**src/rtl/holosynth_pkg.sv**
```systemverilog
// Shared definitions for the holosynth voice allocator.
//   state_t   : allocator FSM states
//   GATE_ON / GATE_OFF : values carried on asg_gate
//   CLOG2     : ceiling log2, used to size voice indices and counts
package holosynth_pkg;

    typedef enum logic [1:0] {
        ST_IDLE  = 2'd0,
        ST_SCAN  = 2'd1,
        ST_EMIT  = 2'd2,
        ST_FLUSH = 2'd3
    } state_t;

    localparam logic GATE_ON  = 1'b1;
    localparam logic GATE_OFF = 1'b0;

    function automatic int CLOG2(input int n);
        int r;
        r = 0;
        while ((1 << r) < n) r = r + 1;
        return r;
    endfunction

endpackage

```
**src/rtl/holosynth_popcount.sv**
```systemverilog
// Registered population count.
//   clk, rst_n : clock, asynchronous active-low reset
//   bits       : N-bit input vector
//   count      : number of set bits, registered (one cycle behind bits)
module holosynth_popcount
    import holosynth_pkg::*;
#(
    parameter int N     = 32,
    parameter int OUT_W = CLOG2(N) + 1
) (
    input  logic             clk,
    input  logic             rst_n,
    input  logic [N-1:0]     bits,
    output logic [OUT_W-1:0] count
);

    logic [OUT_W-1:0] sum;

    always_comb begin
        sum = '0;
        for (int i = 0; i < N; i++) sum = sum + OUT_W'(bits[i]);
    end

    always_ff @(posedge clk or negedge rst_n) begin
        if (!rst_n) count <= '0;
        else        count <= sum;
    end

endmodule

```
**src/rtl/holosynth_voice_alloc.sv**
```systemverilog
// Polyphonic voice allocator: maps note-on/off events to voice slots.
//   reg_clk, reset_reg_n : clock, asynchronous active-low reset
//   ev_*                 : MIDI event in (valid/ready); note-on with vel 0 acts as note-off
//   sustain              : sustain pedal level; falling edge releases sustained voices
//   voice_done           : per-voice pulse from the envelope engine, frees the slot
//   asg_*                : assignment command out (valid/ready), held until accepted
//   keys_on, voice_free  : per-voice gate and free flags
//   active_keys          : registered popcount of keys_on
//   drop_cnt             : saturating count of dropped note-ons
// Every event is resolved by a fixed NUM_VOICES-cycle scan over all slots, so
// the accept-to-command latency does not depend on voice state.
module holosynth_voice_alloc
    import holosynth_pkg::*;
#(
    parameter int NUM_VOICES = 32,
    parameter int V_WIDTH    = CLOG2(NUM_VOICES),
    parameter int KEY_W      = 7,
    parameter int VEL_W      = 7,
    parameter int AGE_W      = 8,
    parameter bit STEAL_EN   = 1'b1
) (
    input  logic                  reg_clk,
    input  logic                  reset_reg_n,
    input  logic                  ev_valid,
    output logic                  ev_ready,
    input  logic                  ev_note_on,
    input  logic [KEY_W-1:0]      ev_key,
    input  logic [VEL_W-1:0]      ev_vel,
    input  logic                  sustain,
    input  logic [NUM_VOICES-1:0] voice_done,
    output logic                  asg_valid,
    input  logic                  asg_ready,
    output logic [V_WIDTH-1:0]    asg_voice,
    output logic [KEY_W-1:0]      asg_key,
    output logic [VEL_W-1:0]      asg_vel,
    output logic                  asg_gate,
    output logic                  asg_steal,
    output logic [NUM_VOICES-1:0] keys_on,
    output logic [NUM_VOICES-1:0] voice_free,
    output logic [V_WIDTH:0]      active_keys,
    output logic [15:0]           drop_cnt
);

    localparam logic [V_WIDTH-1:0] LAST    = V_WIDTH'(NUM_VOICES - 1);
    localparam logic [AGE_W-1:0]   AGE_MAX = '1;

    state_t state;
    logic [V_WIDTH-1:0] idx;

    // latched event
    logic             ev_on_q;
    logic [KEY_W-1:0] ev_key_q;
    logic [VEL_W-1:0] ev_vel_q;

    logic sustain_q, flush_pend, sus_fall;

    // per-voice state
    logic [NUM_VOICES-1:0][KEY_W-1:0] v_key;
    logic [NUM_VOICES-1:0][VEL_W-1:0] v_vel;
    logic [NUM_VOICES-1:0][AGE_W-1:0] v_age;
    logic [NUM_VOICES-1:0]            v_busy, v_gate, v_sust;

    // scan candidates: same-key busy, first free, oldest released, oldest gated, note-off target
    logic               same_f, free_f, off_f, gat_f, noff_f;
    logic [V_WIDTH-1:0] same_i, free_i, off_i, gat_i, noff_i;
    logic [AGE_W-1:0]   off_age, gat_age;
    logic               nxt_same_f, nxt_free_f, nxt_off_f, nxt_gat_f, nxt_noff_f;
    logic [V_WIDTH-1:0] nxt_same_i, nxt_free_i, nxt_off_i, nxt_gat_i, nxt_noff_i;
    logic [AGE_W-1:0]   nxt_off_age, nxt_gat_age;

    // decision at the last scan step
    logic               scan_last, dec_emit, dec_gate, dec_steal, dec_drop, set_sust;
    logic [V_WIDTH-1:0] dec_voice;

    logic hs, commit_on, commit_off;

    assign ev_ready   = (state == ST_IDLE) && !flush_pend;
    assign sus_fall   = sustain_q && !sustain;
    assign hs         = asg_valid && asg_ready;
    assign commit_on  = hs && (asg_gate == GATE_ON);
    assign commit_off = hs && (asg_gate == GATE_OFF);
    assign keys_on    = v_gate;
    assign voice_free = ~v_busy;
    assign scan_last  = (state == ST_SCAN) && (idx == LAST);

    // Fold voice[idx] into the running candidates. Strict '>' on age keeps the
    // lowest index on ties because the scan runs upward.
    always_comb begin
        nxt_same_f = same_f;  nxt_same_i = same_i;
        nxt_free_f = free_f;  nxt_free_i = free_i;
        nxt_off_f  = off_f;   nxt_off_i  = off_i;  nxt_off_age = off_age;
        nxt_gat_f  = gat_f;   nxt_gat_i  = gat_i;  nxt_gat_age = gat_age;
        nxt_noff_f = noff_f;  nxt_noff_i = noff_i;
        if (v_busy[idx] && !same_f && v_key[idx] == ev_key_q) begin
            nxt_same_f = 1'b1;  nxt_same_i = idx;
        end
        if (!v_busy[idx] && !free_f) begin
            nxt_free_f = 1'b1;  nxt_free_i = idx;
        end
        if (v_busy[idx] && !v_gate[idx] && (!off_f || v_age[idx] > off_age)) begin
            nxt_off_f = 1'b1;  nxt_off_i = idx;  nxt_off_age = v_age[idx];
        end
        if (v_busy[idx] && v_gate[idx] && (!gat_f || v_age[idx] > gat_age)) begin
            nxt_gat_f = 1'b1;  nxt_gat_i = idx;  nxt_gat_age = v_age[idx];
        end
        if (v_gate[idx] && !noff_f && v_key[idx] == ev_key_q) begin
            nxt_noff_f = 1'b1;  nxt_noff_i = idx;
        end
    end

    always_comb begin
        dec_emit  = 1'b0;
        dec_voice = '0;
        dec_gate  = GATE_OFF;
        dec_steal = 1'b0;
        dec_drop  = 1'b0;
        set_sust  = 1'b0;
        if (scan_last) begin
            if (ev_on_q) begin
                dec_gate = GATE_ON;
                if (nxt_same_f) begin
                    dec_emit = 1'b1;  dec_voice = nxt_same_i;
                end else if (nxt_free_f) begin
                    dec_emit = 1'b1;  dec_voice = nxt_free_i;
                end else if (STEAL_EN && nxt_off_f) begin
                    dec_emit = 1'b1;  dec_voice = nxt_off_i;  dec_steal = 1'b1;
                end else if (STEAL_EN && nxt_gat_f) begin
                    dec_emit = 1'b1;  dec_voice = nxt_gat_i;  dec_steal = 1'b1;
                end else begin
                    dec_drop = 1'b1;
                end
            end else if (nxt_noff_f) begin
                // held pedal defers the release to the flush walk
                if (sustain) set_sust = 1'b1;
                else begin
                    dec_emit = 1'b1;  dec_voice = nxt_noff_i;
                end
            end
        end
    end

    // Per-voice state. A gate-on commit outranks a same-cycle voice_done on
    // the same slot, so the freshly triggered voice stays busy.
    always_ff @(posedge reg_clk or negedge reset_reg_n) begin
        if (!reset_reg_n) begin
            v_key  <= '0;
            v_vel  <= '0;
            v_age  <= '0;
            v_busy <= '0;
            v_gate <= '0;
            v_sust <= '0;
        end else begin
            for (int j = 0; j < NUM_VOICES; j++) begin
                if (commit_on && asg_voice == V_WIDTH'(j)) begin
                    v_key[j]  <= asg_key;
                    v_vel[j]  <= asg_vel;
                    v_age[j]  <= '0;
                    v_busy[j] <= 1'b1;
                    v_gate[j] <= 1'b1;
                    v_sust[j] <= 1'b0;
                end else begin
                    if (commit_on && v_busy[j] && v_age[j] != AGE_MAX)
                        v_age[j] <= v_age[j] + 1'b1;
                    if (commit_off && asg_voice == V_WIDTH'(j)) begin
                        v_gate[j] <= 1'b0;
                        v_sust[j] <= 1'b0;
                    end
                    if (set_sust && nxt_noff_i == V_WIDTH'(j))
                        v_sust[j] <= 1'b1;
                    // a freed slot must not be released again by a later flush
                    if (voice_done[j]) begin
                        v_busy[j] <= 1'b0;
                        v_gate[j] <= 1'b0;
                        v_sust[j] <= 1'b0;
                    end
                end
            end
        end
    end

    always_ff @(posedge reg_clk or negedge reset_reg_n) begin
        if (!reset_reg_n) begin
            state      <= ST_IDLE;
            idx        <= '0;
            ev_on_q    <= 1'b0;
            ev_key_q   <= '0;
            ev_vel_q   <= '0;
            sustain_q  <= 1'b0;
            flush_pend <= 1'b0;
            same_f <= 1'b0;  same_i <= '0;
            free_f <= 1'b0;  free_i <= '0;
            off_f  <= 1'b0;  off_i  <= '0;  off_age <= '0;
            gat_f  <= 1'b0;  gat_i  <= '0;  gat_age <= '0;
            noff_f <= 1'b0;  noff_i <= '0;
            asg_valid <= 1'b0;
            asg_voice <= '0;
            asg_key   <= '0;
            asg_vel   <= '0;
            asg_gate  <= 1'b0;
            asg_steal <= 1'b0;
            drop_cnt  <= '0;
        end else begin
            sustain_q <= sustain;
            case (state)
                ST_IDLE: begin
                    if (flush_pend) begin
                        state      <= ST_FLUSH;
                        idx        <= '0;
                        flush_pend <= 1'b0;
                    end else if (ev_valid) begin
                        ev_on_q  <= ev_note_on && (ev_vel != '0);
                        ev_key_q <= ev_key;
                        ev_vel_q <= ev_vel;
                        idx      <= '0;
                        same_f <= 1'b0;  free_f <= 1'b0;  off_f <= 1'b0;
                        gat_f  <= 1'b0;  noff_f <= 1'b0;
                        state  <= ST_SCAN;
                    end
                end
                ST_SCAN: begin
                    same_f <= nxt_same_f;  same_i <= nxt_same_i;
                    free_f <= nxt_free_f;  free_i <= nxt_free_i;
                    off_f  <= nxt_off_f;   off_i  <= nxt_off_i;  off_age <= nxt_off_age;
                    gat_f  <= nxt_gat_f;   gat_i  <= nxt_gat_i;  gat_age <= nxt_gat_age;
                    noff_f <= nxt_noff_f;  noff_i <= nxt_noff_i;
                    if (idx == LAST) begin
                        if (dec_emit) begin
                            asg_valid <= 1'b1;
                            asg_voice <= dec_voice;
                            asg_key   <= ev_key_q;
                            asg_vel   <= ev_vel_q;
                            asg_gate  <= dec_gate;
                            asg_steal <= dec_steal;
                            state     <= ST_EMIT;
                        end else begin
                            state <= ST_IDLE;
                        end
                        if (dec_drop && drop_cnt != 16'hFFFF) drop_cnt <= drop_cnt + 16'd1;
                    end else begin
                        idx <= idx + 1'b1;
                    end
                end
                ST_EMIT: begin
                    if (asg_ready) begin
                        asg_valid <= 1'b0;
                        state     <= ST_IDLE;
                    end
                end
                ST_FLUSH: begin
                    // one release command per sustained voice, walked in index order
                    if (asg_valid) begin
                        if (asg_ready) begin
                            asg_valid <= 1'b0;
                            if (idx == LAST) state <= ST_IDLE;
                            else             idx   <= idx + 1'b1;
                        end
                    end else if (v_sust[idx]) begin
                        asg_valid <= 1'b1;
                        asg_voice <= idx;
                        asg_key   <= v_key[idx];
                        asg_vel   <= v_vel[idx];
                        asg_gate  <= GATE_OFF;
                        asg_steal <= 1'b0;
                    end else if (idx == LAST) begin
                        state <= ST_IDLE;
                    end else begin
                        idx <= idx + 1'b1;
                    end
                end
                default: state <= ST_IDLE;
            endcase
            // a pedal release seen in any state re-arms the flush
            if (sus_fall) flush_pend <= 1'b1;
        end
    end

    holosynth_popcount #(.N(NUM_VOICES), .OUT_W(V_WIDTH + 1)) u_popcount (
        .clk   (reg_clk),
        .rst_n (reset_reg_n),
        .bits  (v_gate),
        .count (active_keys)
    );

endmodule

```
**config.mk**
```make
export PLATFORM = sky130hd
export DESIGN_NAME = holosynth_voice_alloc
export DESIGN_NICKNAME = d
export VERILOG_FILES = /design/src/rtl/holosynth_pkg.sv /design/src/rtl/holosynth_popcount.sv /design/src/rtl/holosynth_voice_alloc.sv
export SDC_FILE = /design/constraint.sdc
export NUM_CORES = 2
export LEC_CHECK = 0
export ABC_AREA = 1
export CAP_MARGIN = 40
export CORE_MARGIN = 4
export CORE_UTILIZATION = 45
export DETAILED_ROUTE_END_ITERATION = 6
export GPL_TIMING_DRIVEN = 0
export HOLD_SLACK_MARGIN = 0.03
export PLACE_DENSITY = 0.67
export SLEW_MARGIN = 20
export SYNTH_ARGS = -nofsm -noshare
export SYNTH_HDL_FRONTEND = slang
export SYNTH_SLANG_ARGS = --single-unit
export TNS_END_PERCENT = 30
```
**constraint.sdc**
```tcl
create_clock -name reg_clk -period 4.9 [get_ports reg_clk]
set_input_delay 0.98 -clock reg_clk [delete_from_list [all_inputs] [get_ports reg_clk]]
set_output_delay 0.98 -clock reg_clk [all_outputs]
set_load 0.1 [all_outputs]
```
# Yosys cells after proc, flatten, opt, wreduce, memory -nomap -nowiden
# Index checks and enable logic that the tools add are counted.
# word_totals
regBits,914
word_cells,1164
rom_bits,0
n_memories,0
latch_bits,0
ram_bits,0
in_bits,52
output_inout_bits,109
# op_classes
n_addsub,65
n_eq_ne,110
shift,0
reduce_logical,334
mux,430
div,0
n_lt_le_gt_ge,3
n_bitwise,3
mul,0
# ops
cell,n
two-way mux 8 bit,65
two-way mux 1 bit,304
adder 8 x 1 -> 8 bit (second input constant),32
inequality test 8 bit (second input constant),32
adder 6 x 1 -> 6 bit,30
logical AND 1 bit,177
equality test 5 bit (second input constant),33
nonzero test 2 bit,67
nonzero test 4 bit,32
two-way mux 5 bit,23
nonzero test 3 bit,34
equality test 5 x 4 -> 1 bit (second input constant),16
binary-select mux 7 bit (select 5 bit),2
two-way mux 7 bit,10
binary-select mux 8 bit (select 5 bit),1
equality test 5 x 3 -> 1 bit (second input constant),8
inverter 32 bit,1
case mux 7 bit (2 select lines),2
equality test 5 x 2 -> 1 bit (second input constant),4
two-way mux 2 bit,9
adder 16 x 1 -> 16 bit (second input constant),1
> comparator 8 bit,2
inequality test 16 bit (second input constant),1
binary-select mux 1 bit (select 5 bit),3
other kinds (25),56

# Depth between registers and ports, before layout
# logic_depth
word_depth,31
mapped_depth,33

# Modules after synthesis
# Synthesis repeated with hierarchy kept, for this count alone.
# unflattened
hier_cells,6061
area_unflattened_um2,46831.2
# modules_own_cells
mod,seq_area_each_um2,cells_per_inst,n_inst,area_each_um2
holosynth_voice_alloc,22721.8,5964,1,45871.5
holosynth_popcount,150.1,97,1,959.7

# Worst setup path after synthesis
# Ideal clock, no wire load.
# synth_path
path_type,reg2reg
from,register v_gate[0] (netlist: keys_on[0])
to,register u_popcount.count[5]
arrival_ns,5.305
path_buffers,0
stages_incl_launch_ff,18
period_less_slack_ns,5.424
setup_ns,0.119
setup_slack_ns,-0.524
path_cell_list,dfrtp_1 ha_1 inv_1 fa_1 fa_1 fa_1 inv_1 fa_1 inv_1 fa_1 fa_1 inv_1 ha_1 nand2_1 nor2_1 a211oi_1 nor2_1 o21a_1
# synth_via
elab_chain_len,31
# synth_rtl
element,line,text
start: declaration,holosynth_voice_alloc.sv:61,"logic [NUM_VOICES-1:0] v_busy, v_gate, v_sust;"
start signal: assignment,holosynth_voice_alloc.sv:150,v_gate <= '0;
start signal: indexed assignment,holosynth_voice_alloc.sv:159,v_gate[j] <= 1'b1;
start signal: indexed assignment,holosynth_voice_alloc.sv:165,v_gate[j] <= 1'b0;
adder 1 x 1 -> 2 bit,holosynth_popcount.sv:21,for (int i = 0; i < N; i++) sum = sum + OUT_W'(bits[i]);
adder 6 x 1 -> 6 bit (30 in a row),holosynth_popcount.sv:21,
net u_popcount.sum[5],holosynth_popcount.sv:17,logic [OUT_W-1:0] sum;
end signal: assignment,holosynth_popcount.sv:26,else count <= sum;
end: declaration,holosynth_popcount.sv:14,output logic [OUT_W-1:0] count
# The timed path passes the listed nets, and every way through them passes these cells.
# A chain may end at the register's enable or synchronous reset.

# Worst setup path in the final report
# layout_path
from,register v_gate[24] (netlist: keys_on[24])
to,register u_popcount.count[3]
# layout_via
elab_chain_len,8
# layout_rtl
element,line
adder 6 x 1 -> 6 bit (8 in a row),holosynth_popcount.sv:21
net u_popcount.sum[3],holosynth_popcount.sv:17
# The timed path passes the listed nets, and every way through them passes these cells.

==> results.rst <==
.. list-table::
   :header-rows: 1

   * - Metric
     - Value
   * - Highest routed metal layer
     - met5
   * - Unique masters post-synth
     - 59
   * - Crit Path Class
     - reg -> reg
   * - Minimum clock period
     - 4850 ps
   * - Count of nets after finishing
     - 6,735
   * - Sum of met2 wire segment lengths after detailed routing
     - 94,300 um
   * - Worst Tran Pin Value
     - 968 ps
   * - Cell with the most instances after synthesis
     - sky130_fd_sc_hd__nand2_1
   * - Final weighted congestion in routability-driven placement
     - 1.07
   * - Area growth from synthesis to final layout
     - 23.5%
   * - Area of the placeable core
     - 0.104 mm2
   * - Site Rows
     - 118
   * - Fin Hold WS
     - 194 ps
   * - Slew margin rel.
     - 0.355
   * - Global-route wire length before repair
     - about 330,000 um
   * - YS warnings
     - 0
   * - Total of endpoints with negative setup slack in the final report
     - 0
   * - Total length of routed wires
     - about 240,000 um
   * - Run status
     - finished with violations
   * - Maximum number of pins on one net before global-route repair
     - between 100 and 150
   * - Hold Path Class
     - in -> async
   * - Layout cells sized above 1
     - 0.105
   * - Clock tree from TritonCTS
     - yes
   * - Max Fanout on Critical Path
     - 2
   * - Capturing element type of the critical path
     - flop
   * - Met1 WL
     - 85,100 um
   * - Initial antenna violation count
     - 16
   * - Synthesized Nets
     - 6,231
   * - Quantity of I/O buffers inserted on ports
     - 160
   * - Worst-path clk slew
     - about 60 ps
   * - Share of synthesized flip-flops with an asynchronous set or reset
     - 1.00
   * - DRC violation count after routing
     - 7
   * - Routed via count divided by cell count
     - ~6
   * - Non-Filler Instances
     - slightly above 8,000
   * - DRT antenna net count
     - 0
   * - Post-route total power
     - 35,500 uW
   * - Number of synthesized register bits
     - a little over 900
   * - Total length of routed met3 wires
     - 34,900 um
   * - Maximum ir drop on the vdd rail
     - roughly 530 uV
   * - Initial Utilization
     - 0.455
   * - Fraction of synthesized cell area taken by the top area cell type
     - 0.484
   * - Number of CTS-inserted buffers
     - roughly 100
   * - Via count of the first global-routing pass
     - 46,500
   * - Critical path startpoint category
     - flop
   * - Data required time of the worst path
     - 5560 ps
   * - Global router's overall resource usage
     - 0.419
   * - Number of placed cells counting well taps
     - 7,856
   * - Routed length per instance
     - between 20 and 30 um
   * - Number of primary I/O pins
     - 161
   * - Mean instance size in the synthesized netlist
     - 7.75 um2
   * - Worst-case clock buffer depth
     - 3
   * - Period utilisation layout
     - 0.991
   * - Setup repair after global routing missed its margin
     - true
   * - Root Buffer
     - sky130_fd_sc_hd__clkbuf_16
   * - CP arrival
     - 5520 ps
   * - CTS Sinks
     - around 910
   * - Internal reg-to-reg setup slack
     - 50 ps
   * - Cell accounting for the most synthesized area
     - sky130_fd_sc_hd__dfrtp_1
   * - Max-slew violation count
     - 0
   * - Hold Violations, Final
     - 0
   * - Vertical die dimension
     - 332 um
   * - DP Wirelength
     - 178,000 um
   * - DIE AREA
     - 0.110 mm2
   * - Violations in the final reports
     - design-rule violations
   * - Most frequently used flop master after synthesis
     - sky130_fd_sc_hd__dfrtp_1
   * - Cell types with the highest counts after synthesis
     - sky130_fd_sc_hd__nand2_1 (1,287), sky130_fd_sc_hd__o21ai_0 (1,016), sky130_fd_sc_hd__dfrtp_1 (914), sky130_fd_sc_hd__inv_1 (613), sky130_fd_sc_hd__nor2_1 (548)
   * - Synth top area cells
     - sky130_fd_sc_hd__dfrtp_1 (48%), sky130_fd_sc_hd__o21ai_0 (11%), sky130_fd_sc_hd__nand2_1 (10%), sky130_fd_sc_hd__inv_1 (4.9%), sky130_fd_sc_hd__nor2_1 (4.4%)
   * - Initial drt markers
     - between 8,000 and 9,000
   * - Number of enable-type register cells in the synthesized netlist
     - 0
   * - Leakage power
     - ~0.027 uW
   * - Worst skew pair latency
     - 750 ps
   * - Summed area of non-filler cells in the final layout
     - 0.0583 mm2
   * - Max Fclk
     - 206 MHz
   * - Instance area after placement
     - 0.0540 mm2
   * - Max-cap check violation count
     - 0
   * - Cell area after synthesis
     - 0.0472 mm2
   * - Maximum level of the CTS H-tree
     - 3
   * - Clock skew after layout
     - 58.5 ps
   * - Synth Instances
     - slightly above 6,000
   * - Total number of vias
     - between 40,000 and 50,000
   * - Number of detailed-route iterations in the first pass
     - 7
   * - Aggregate global routing overflow
     - 0
   * - Fraction of the yosys area taken by sequential cells
     - 0.484
   * - Total power divided by cell area
     - 609 mW/mm2
   * - Die span in x
     - 332 um
## cell type report
class,instances,area [um2]
Fill cell,9716,45600
Sequential cell,914,22900
Multi-Input combinational cell,4190,20600
Timing Repair Buffer,413,5320
Clock buffer,151,3030
Inverter,638,2400
Buffer,340,1800
Tap cell,1380,1730
Clock inverter,44,566
Antenna cell,7,17.5
## sequential cells by signal, indices dropped and copies added (netlist names), 8 cells and up
name and flops:
keys_on 32, off_age 8, v_sust 32, v_vel 224, gat_age 8, v_age 256
v_busy 32, v_key 224, drop_cnt 16
## cell families (layout without fill, tap and decap cells)
group,after synthesis,after routing,share of synthesized area
DFF,914,914,0.484
adders and majority gates,82,82,0.0255
xor gates and xnor gates,11,11,0.00204
and+or+nand+nor,2495,2495,0.222
AOI/OAI and AO/OA,1597,1597,0.181
buffers and inverters,993,1586,0.0845
muxes,5,5,0.00119
other,0,7,0
## worst max-delay path: stages, from the launching register on
cell	delay, ps
sky130_fd_sc_hd__dfrtp_2	390
sky130_fd_sc_hd__clkinvlp_4	260
sky130_fd_sc_hd__fa_2	580
sky130_fd_sc_hd__fa_1	520
sky130_fd_sc_hd__inv_1	50
sky130_fd_sc_hd__fa_1	510
sky130_fd_sc_hd__inv_2	50
sky130_fd_sc_hd__fa_1	520
sky130_fd_sc_hd__fa_1	440
sky130_fd_sc_hd__fa_1	490
sky130_fd_sc_hd__inv_1	50
sky130_fd_sc_hd__fa_2	320
sky130_fd_sc_hd__inv_2	80
sky130_fd_sc_hd__nor2_2	50
sky130_fd_sc_hd__a211oi_2	180
sky130_fd_sc_hd__buf_4	150
sky130_fd_sc_hd__xor2_1	130
## report_power, final
part	switching, uW	internal (uW)	leakage, uW
combinational	11400	4660	0.0135
clock	3550	4740	0.00176
sequential	1540	9630	0.0116
total	16500	19000	0.0269
## placed cells by master, fill, tap and decap left out, drive strengths merged, types with 17 or more instances in the layout
cell type	instances
nand3	398
o22ai	44
nor2	574
nor3	137
dfrtp	914
a211oi	18
ha	58
a221oi	33
buf	336
nand2	1305
clkdlybuf4s50	159
o21ai	1043
o221ai	17
fa	24
a21oi	341
o211ai	33
a31oi	21
clkbuf	409
inv	630
clkinv	37
nand4	35
## stage by stage
stage | worst slack [ps] | util | setup TNS [ps]
after floorplan | -6.67 | - | -6.67
after global placement | -47410 | 0.487 | -
after detailed placement | -1780 | 0.520 | -52280
after CTS | 1.66 | 0.556 | 0
after global routing | -59.7 | 0.561 | -95.8
final | 45.5 | 0.561 | 0
## routing by layer
metal	track usage	vias up
li1	-	21200
met1	0.531	23500
met2	0.579	3871
met3	0.155	1060
met4	0.321	10
met5	0	-
## repair_timing
item / in CTS / in global routing
resized for setup: 98 / 94
setup endpoints to repair: 33 / 34
buffers inserted: 4 / 3
hold buffers: 0 / 0
hold endpoints to repair: 0 / 0
cloned: 0 / 2
pin swaps: 4 / 14
## worst paths after layout
path                                   start  cells after the start                   to
worst min register to register  drop_cnt[13]                      1         drop_cnt[13]
min in group reg_clk            drop_cnt[13]                      1         drop_cnt[13]
worst max-delay path             keys_on[24]                     16  u_popcount.count[3]
max in group asynchronous        reset_reg_n                      5           keys_on[1]
worst min-delay path             reset_reg_n                      1           v_age[121]
worst max register to register   keys_on[24]                     16  u_popcount.count[3]
Power figures use the tool's default switching activity.
